===== src/rtl/multi_bbox_tracker.sv =====
// ============================================================================
//  Module   : multi_bbox_tracker
//  Purpose  : Per-channel bounding box, pixel count and validity over one
//             video frame, published on frame end. The optional ROI filter is
//             enabled by defining BBOX_ROI_EN.
//  Revision : 1.0  initial release
// ============================================================================
`default_nettype none

module multi_bbox_tracker #(
    parameter int H_ACTIVE = 640,
    parameter int V_ACTIVE = 480,
    parameter int NUM_CH   = 4,
    parameter int CW       = 16,
    parameter int CNT_W    = 20,
    parameter int MIN_PIX  = 16
) (
    input  logic                      clk,
    input  logic                      rst,
    input  logic                      h_sync,
    input  logic                      v_sync,
    input  logic [NUM_CH-1:0]         is_feature,
`ifdef BBOX_ROI_EN
    input  logic [CW-1:0]             roi_x0,
    input  logic [CW-1:0]             roi_x1,
    input  logic [CW-1:0]             roi_y0,
    input  logic [CW-1:0]             roi_y1,
`endif
    output logic [NUM_CH*CW-1:0]      bbox_x_min,
    output logic [NUM_CH*CW-1:0]      bbox_x_max,
    output logic [NUM_CH*CW-1:0]      bbox_y_min,
    output logic [NUM_CH*CW-1:0]      bbox_y_max,
    output logic [NUM_CH*CNT_W-1:0]   pix_count,
    output logic [NUM_CH-1:0]         obj_valid,
    output logic                      frame_done,
    output logic [15:0]               frame_count
);

    localparam logic [1:0] S_SYNC   = 2'd0;
    localparam logic [1:0] S_IDLE   = 2'd1;
    localparam logic [1:0] S_ACTIVE = 2'd2;
    localparam logic [1:0] S_DONE   = 2'd3;

    localparam logic [CW-1:0]    c_X_LAST  = CW'(H_ACTIVE - 1);
    localparam logic [CW-1:0]    c_Y_END   = CW'(V_ACTIVE);
    localparam logic [CNT_W-1:0] c_MIN_PIX = CNT_W'(MIN_PIX);
    localparam logic [CNT_W-1:0] c_CNT_MAX = {CNT_W{1'b1}};

    logic [1:0]    r_state;
    logic [1:0]    w_next_state;
    logic          w_frame_done;
    logic          w_latch;
    logic          w_run;
    logic          w_roi_ok;
    logic          w_accept;
    logic          w_in_frame;
    logic [CW-1:0] r_x;
    logic [CW-1:0] r_y;
    logic [15:0]   r_frame_count;

    always_ff @(posedge clk) begin
        if (rst) begin
            r_state <= S_SYNC;
        end else begin
            r_state <= w_next_state;
        end
    end

    always_comb begin
        w_next_state = r_state;
        case (r_state)
            S_SYNC:   if (!v_sync) w_next_state = S_IDLE;
            S_IDLE:   if (v_sync)  w_next_state = S_ACTIVE;
            S_ACTIVE: if (!v_sync) w_next_state = S_DONE;
            default:  w_next_state = v_sync ? S_ACTIVE : S_IDLE;
        endcase
    end

    // DONE with v_sync high is already the first cycle of the next frame.
    always_comb begin
        w_frame_done = (r_state == S_DONE);
        w_latch      = (r_state == S_ACTIVE) && !v_sync;
        w_run        = ((r_state == S_ACTIVE) || (r_state == S_DONE))
                       && v_sync && h_sync && w_in_frame;
    end

    assign w_in_frame = (r_y < c_Y_END);

`ifdef BBOX_ROI_EN
    assign w_roi_ok = (r_x >= roi_x0) && (r_x <= roi_x1)
                   && (r_y >= roi_y0) && (r_y <= roi_y1);
`else
    assign w_roi_ok = 1'b1;
`endif

    assign w_accept = w_run && w_roi_ok;

    always_ff @(posedge clk) begin
        if (rst || !v_sync) begin
            r_x <= '0;
            r_y <= '0;
        end else if (w_run) begin
            if (r_x == c_X_LAST) begin
                r_x <= '0;
                r_y <= r_y + CW'(1);
            end else begin
                r_x <= r_x + CW'(1);
            end
        end
    end

    always_ff @(posedge clk) begin
        if (rst) begin
            r_frame_count <= '0;
        end else if (w_latch) begin
            r_frame_count <= r_frame_count + 16'd1;
        end
    end

    assign frame_done  = w_frame_done;
    assign frame_count = r_frame_count;

    for (genvar c = 0; c < NUM_CH; c++) begin : g_ch
        logic             r_found;
        logic [CW-1:0]    r_xmin, r_xmax, r_ymin, r_ymax;
        logic [CNT_W-1:0] r_cnt;
        logic [CW-1:0]    r_out_xmin, r_out_xmax, r_out_ymin, r_out_ymax;
        logic [CNT_W-1:0] r_out_cnt;
        logic             r_out_valid;
        logic             w_hit;
        logic             w_valid;

        assign w_hit   = w_accept && is_feature[c];
        assign w_valid = r_found && (r_cnt >= c_MIN_PIX);

        always_ff @(posedge clk) begin
            if (rst) begin
                r_found     <= 1'b0;
                r_xmin      <= '0;
                r_xmax      <= '0;
                r_ymin      <= '0;
                r_ymax      <= '0;
                r_cnt       <= '0;
                r_out_xmin  <= '0;
                r_out_xmax  <= '0;
                r_out_ymin  <= '0;
                r_out_ymax  <= '0;
                r_out_cnt   <= '0;
                r_out_valid <= 1'b0;
            end else if (w_latch) begin
                r_out_cnt   <= r_cnt;
                r_out_valid <= w_valid;
                r_out_xmin  <= w_valid ? r_xmin : '0;
                r_out_xmax  <= w_valid ? r_xmax : '0;
                r_out_ymin  <= w_valid ? r_ymin : '0;
                r_out_ymax  <= w_valid ? r_ymax : '0;
                r_found     <= 1'b0;
                r_xmin      <= '0;
                r_xmax      <= '0;
                r_ymin      <= '0;
                r_ymax      <= '0;
                r_cnt       <= '0;
            end else if (w_hit) begin
                r_found <= 1'b1;
                r_cnt   <= (r_cnt == c_CNT_MAX) ? r_cnt : r_cnt + CNT_W'(1);
                if (!r_found) begin
                    r_xmin <= r_x;
                    r_xmax <= r_x;
                    r_ymin <= r_y;
                    r_ymax <= r_y;
                end else begin
                    if (r_x < r_xmin) r_xmin <= r_x;
                    if (r_x > r_xmax) r_xmax <= r_x;
                    if (r_y < r_ymin) r_ymin <= r_y;
                    if (r_y > r_ymax) r_ymax <= r_y;
                end
            end
        end

        assign bbox_x_min[c*CW +: CW]       = r_out_xmin;
        assign bbox_x_max[c*CW +: CW]       = r_out_xmax;
        assign bbox_y_min[c*CW +: CW]       = r_out_ymin;
        assign bbox_y_max[c*CW +: CW]       = r_out_ymax;
        assign pix_count[c*CNT_W +: CNT_W]  = r_out_cnt;
        assign obj_valid[c]                 = r_out_valid;
    end

endmodule

`default_nettype wire

===== config.mk =====
export PLATFORM = sky130hd
export DESIGN_NAME = multi_bbox_tracker
export DESIGN_NICKNAME = d
export VERILOG_FILES = /design/src/rtl/multi_bbox_tracker.sv
export SDC_FILE = /design/constraint.sdc
export NUM_CORES = 1
export LEC_CHECK = 0
export ABC_AREA = 1
export BUFFER_PORTS_ARGS = -buffer_cell sky130_fd_sc_hd__buf_2
export CAP_MARGIN = 25
export CORE_MARGIN = 2
export CORE_UTILIZATION = 45
export CTS_CLUSTER_DIAMETER = 100
export DETAILED_ROUTE_END_ITERATION = 6
export PLACE_DENSITY = 0.66
export SETUP_SLACK_MARGIN = 0.02
export SYNTH_ARGS = -nofsm -noshare
export SYNTH_HDL_FRONTEND = slang
export SYNTH_SLANG_ARGS = --single-unit

===== constraint.sdc =====
create_clock -name clk -period 4.8 [get_ports clk]
set_clock_uncertainty 0.05 [all_clocks]
set_input_delay 0.48 -clock clk [delete_from_list [all_inputs] [get_ports clk]]
set_output_delay 0.48 -clock clk [all_outputs]
set_load 0.03 [all_outputs]

* Yosys cells after proc, flatten, opt, wreduce, memory -nomap -nowiden
Index checks and enable logic that the tools add are counted.
W data, S select, Z words.
** Operators by class
- $add $sub $neg :: 7
- Equal/unequal tests :: 27
- Muxes and demuxes :: 54
- Reduce and logical (&&, ||, !) cells :: 39
- Bitwise gates (word level) :: 4
- $lt $le $gt $ge :: 21
** Operators with widths (number)
- $mux W16 :: 49
- $gt A16 B16 Y1 :: 8
- $lt A16 B16 Y1 :: 8
- $add A20 B1 Y20 const B :: 4
- $eq A20 B20 Y1 const B :: 4
- $ge A20 B5 Y1 const B :: 4
- $add A16 B1 Y16 const B :: 3
- $reduce_and A2 Y1 :: 21
- $ne A2 B1 Y1 const B :: 16
- $eq A16 B10 Y1 const B :: 1
- $lt A16 B9 Y1 const B :: 1
- $logic_and A1 B1 Y1 :: 12
- $mux W2 :: 4
- $ne A2 B2 Y1 const B :: 3
- $pmux W2 S3 :: 1
- $eq A2 B2 Y1 const B :: 2
- $not A1 Y1 :: 4
- $reduce_and A3 Y1 :: 1
- $eq A2 B1 Y1 const B :: 1
- $logic_not A2 Y1 :: 1
- $logic_or A1 B1 Y1 :: 2
- $reduce_or A2 Y1 :: 1
- $logic_not A1 Y1 :: 1
** Word-level totals
- Input bits :: 8
- Output and inout port bits :: 357
- Register bits :: 730
- Logic and storage cells :: 204

* Longest topological paths before layout
- Depth after elaboration :: 7
- Depth in mapped cells :: 19
- Gate-level depth less buffers :: 17

* Least setup slack after synthesis
No wires, ideal clock.
- Path type :: register to register
- Start point :: reg r_x[1]
- End point :: reg r_y[6]
- Cell stages (with the launch flop) :: 11
- Slack :: 2.796 ns
- Buffers on the path :: 0
- Data arrival time :: 1.826 ns
- Period minus slack after synthesis :: 2.004 ns
- Required time :: 4.622 ns
- Library setup time :: 0.128 ns
- Path through :: dfxtp_1 -> ha_1 -> inv_1 -> nor3_1 -> nand2_1 -> inv_1 -> nand2_1 -> nor2_1 -> nand3_1 -> xor2_1 -> nor2_1
** Between the ends
- Longest elaborated chain between the ends :: 2
** Ends and longest elaborated chain
- start, declared :: line 57 : logic [CW-1:0] r_x;
- start signal, assigned :: line 107 : r_x <= r_x + CW'(1);
- $eq A16 B10 Y1 :: line 103 : if (r_x == c_X_LAST) begin
- $reduce_and A2 Y1 (no line)
- end signal, assigned :: line 105 : r_y <= r_y + CW'(1);
- end, declared :: line 58 : logic [CW-1:0] r_y;
Every way passes these cells.
A chain may end at the register's enable or synchronous reset.

* Final worst setup path
- Start point :: reg r_x[6]
- End point :: reg g_ch[3].r_xmin[15]
** Between the ends
- Longest elaborated chain between the ends :: 3
** Ends and longest elaborated chain
- $lt A16 B16 Y1 :: line 172 : if (r_x < r_xmin) r_xmin <= r_x;
- $ne A2 B1 Y1 (no line)
- $reduce_and A2 Y1 (no line)
- end signal, assigned :: line 167 : r_xmin <= r_x;
- end signal, assigned :: line 172
- end, declared :: line 125 : logic [CW-1:0] r_xmin, r_xmax, r_ymin, r_ymax;
Every way passes these cells.

==> run metrics <==
Tmin final 3.11 ns; FMAX between 300 and 400 MHz; antenna violations before repair 3; DR WL met3 6200 um; Final Setup Violations 0; CTS Sinks between 700 and 800; pre-CTS setup slack 1.71 ns; hold crit path type in -> reg; sw frac between 20% and 30%; clock-pin transition on the worst setup and hold timing paths 0.06 ns; failing checks design-rule violations; via count ~29000; FP Rows 99; top fanout value on the critical path 31; antenna viol nets, final 0; Avg Inst Size Synth about 7.3 sq um; Die Span Y between 200 and 300 um; Area contributors post-synth dfxtp_1 44%, nand2_1 14%, ha_1 9.9%; Switch Pwr 3290 uW; wire length of the first global-routing pass 149000 um; Hold WS 0.198 ns; hpwl dp 66200 um; die area ~76000 sq um; RePlAce Congestion 0.877; Register-to-Register Path Depth 13; max-cap viol count 0; CTS tree built; core footprint 73100 sq um; Worst setup EP type flop; WL/cell ~16 um; Hold Buf Count CTS 0; Critical Path Source Type flop; quantity of I/O buffers inserted on ports 364; PostCTS Resize Cnt 0; hold path cells 4; met2 wire length 43700 um; Starting Density 45.6%; Filler cells 7080; vias in the first global route 27100; power density over the cells between 300 and 400 nW/um^2; final period utilization 64.7%; area delta synth->final 16.1%; WP data arrival 3.60 ns; IO Count 365; routed length on met1 42600 um; Total Routing Usage GR 24.3%; layout cells sized above 1 11.7%; static leakage 0.0187 uW; largest area contributor in the netlist dfxtp_1; Top Layer Used met4; internal power 10400 uW; Clock power frac between 40 and 50%; EDFF count, synth 0; FF+latch count, synth 730; yosys warns 0; Clock Latency Late Sink approximately 0.62 ns; Max Buffers Root-to-Sink 3; Flop pwr share 45.1%; setup bufs post-CTS 0; RSZ-0062 raised after global routing no; Max H-tree Level 3; Horiz. Die Dim 276 um; largest net degree at the start of global routing 244; sequential fraction of the synthesis area 43.9%; fin nets 5137; syn nets 4849; outcome finished with violations; setup TNS 0 ns; drc violations 33; Least-Margin Pin Slew 1.19 ns; mapped cell area around 33000 sq um; worst setup margin 1.69 ns; Synth Instances 4578; Vias/cell ~5.0; Synth Flop Type dfxtp_1; Yosys cell types 40; final hold vios 0; final wirelength roughly 95000 um; Max Slew Vio Count 0; DR pass1 iterations 7; gr ovfl total 0; Gate power share 7.2%; root buf cell clkbuf_16; Inserted Clock Buffers 81; WS Path Type reg -> reg; worst slew margin relative to its limit between 20 and 25%; VDD IR max 0.239 mV; top-area cell type share of the netlist area 43.9%; initial DRC count between 1500 and 2000; critical path required time around 5.3 ns; async set-reset flop share out of synthesis 0%
-- cells by family after synthesis --
family / Yosys count / synth area share, %
fa+ha+maj: 263 / 9.88
buf+inv: 704 / 8.41
xor+xnor: 32 / 0.841
mux: 2 / 0.0639
flops: 730 / 43.9
simple gates: 2186 / 26.8
compound gates: 661 / 10.2
-- per-stage QoR --
stage                     utilization (%)  power, uW  cell area, sq um  cells
after detailed placement             48.9       7310             35700   5739
after global routing                 52.9      14300             38700   5889
after CTS                            52.8      13900             38600   5885
after global placement               48.9       7300             35700   5739
after floorplan                         -       7080             33300   4578
final                                52.9      13700             38700   5890
-- cell type report --
cell class                 instances  area, sq um  area share (%)
tap                              959         1200            3.10
sequential                       730        14600            37.8
multi-input combinational       3144        15900            41.1
inverter                         507         1900            4.92
clock buffer                     119         2430            6.30
clock inverter                    27          390            1.01
antenna                            2         5.00          0.0129
timing repair buffer             402         2200            5.70
-- layer usage --
| layer | global-route usage, % | vias to the layer above |
|---|---|---|
| met4 | 7.55 | 0 |
| met5 | 0 | - |
| met2 | 40.3 | 626 |
| met1 | 31.7 | 13500 |
| met3 | 5.07 | 125 |
| li1 | - | 15200 |
-- power by group through the flow --
stage               Clock [uW]  Sequential (uW)  Combinational [uW]
CTS                       6680             6200                 987
detailed placement           0             6330                 982
global placement             0             6330                 968
floorplan                    0             6340                 739
finish                    6540             6200                 987
global route              6920             6200                1140
-- synth_stat cells (2+ instances only) --
| library cell | number |
|---|---|
| inv_1 | 496 |
| nand2_2 | 10 |
| ha_1 | 263 |
| nor3_1 | 103 |
| nand4_1 | 49 |
| nor2_1 | 574 |
| buf_2 | 100 |
| o21ai_2 | 3 |
| nand2_1 | 1245 |
| a211oi_1 | 6 |
| and3_1 | 37 |
| o21a_1 | 5 |
| xor2_1 | 32 |
| o21ai_0 | 402 |
| nor3b_1 | 7 |
| nor4_1 | 24 |
| o21ai_1 | 6 |
| a31oi_1 | 5 |
| clkbuf_1 | 78 |
| nor2_4 | 6 |
| inv_2 | 10 |
| a21oi_1 | 222 |
| nor2_2 | 4 |
| nand3_1 | 120 |
| nor3_2 | 2 |
| a21o_1 | 8 |
| or2_2 | 2 |
| buf_1 | 10 |
| buf_4 | 9 |
| dfxtp_1 | 730 |
-- sequential cells by signal (all words and copies together) (netlist names), 64 cells and up --
register         count
g_ch.r_cnt          80
g_ch.r_out_cnt      80
g_ch.r_out_xmax     64
g_ch.r_out_xmin     64
g_ch.r_out_ymax     64
g_ch.r_out_ymin     64
g_ch.r_xmax         64
g_ch.r_xmin         64
g_ch.r_ymax         64
g_ch.r_ymin         64
-- critical path, stage by stage, from the launching register on --
cell	delay (ns)
dfxtp_1	0.72
buf_4	0.36
ha_1	0.26
nand2_1	0.08
nor2_1	0.05
nor3_1	0.17
nand2_1	0.12
nand2_1	0.07
nand2_1	0.04
nand2_1	0.71
nand2_1	0.16
nand2_1	0.10
nand2_1	0.05
nor2_1	0.09
-- final timing paths --
path                                    startpoint                               end  slack (ns)
hold / removal                              v_sync           r_state[0]$_SDFFE_PP0P_        0.20
setup reg to reg               r_x[6]$_SDFFE_PP0N_   g_ch[3].r_xmin[15]$_SDFFE_PP0P_        1.69
setup / recovery               r_x[6]$_SDFFE_PP0N_   g_ch[3].r_xmin[15]$_SDFFE_PP0P_        1.69
hold reg to reg   g_ch[0].r_out_valid$_SDFFE_PP0P_  g_ch[0].r_out_valid$_SDFFE_PP0P_        0.40
-- cells in the final DEF, fill, tap and decap left out, types with 4 or more instances in the layout --
cell type and instances:
clkbuf_1 16, a21oi_1 222, clkinv_2 10, inv_2 11, nor2_2 4, nor3b_1 7
buf_2 364, a211oi_1 6, dfxtp_1 730, nor3_1 103, nor4_1 24, clkbuf_8 18
o21ai_0 402, nor2_4 7, nor2_1 573, buf_4 32, nand2_2 11, nand3_1 120
o21ai_1 6, nand4_1 49, clkbuf_16 85, xor2_1 32, o21a_1 5, and3_1 37
a21o_1 8, nand2_1 1244, ha_1 263, bufinv_16 9, inv_1 495, a31oi_1 5
Note: power is estimated with default switching activity, not from simulation.
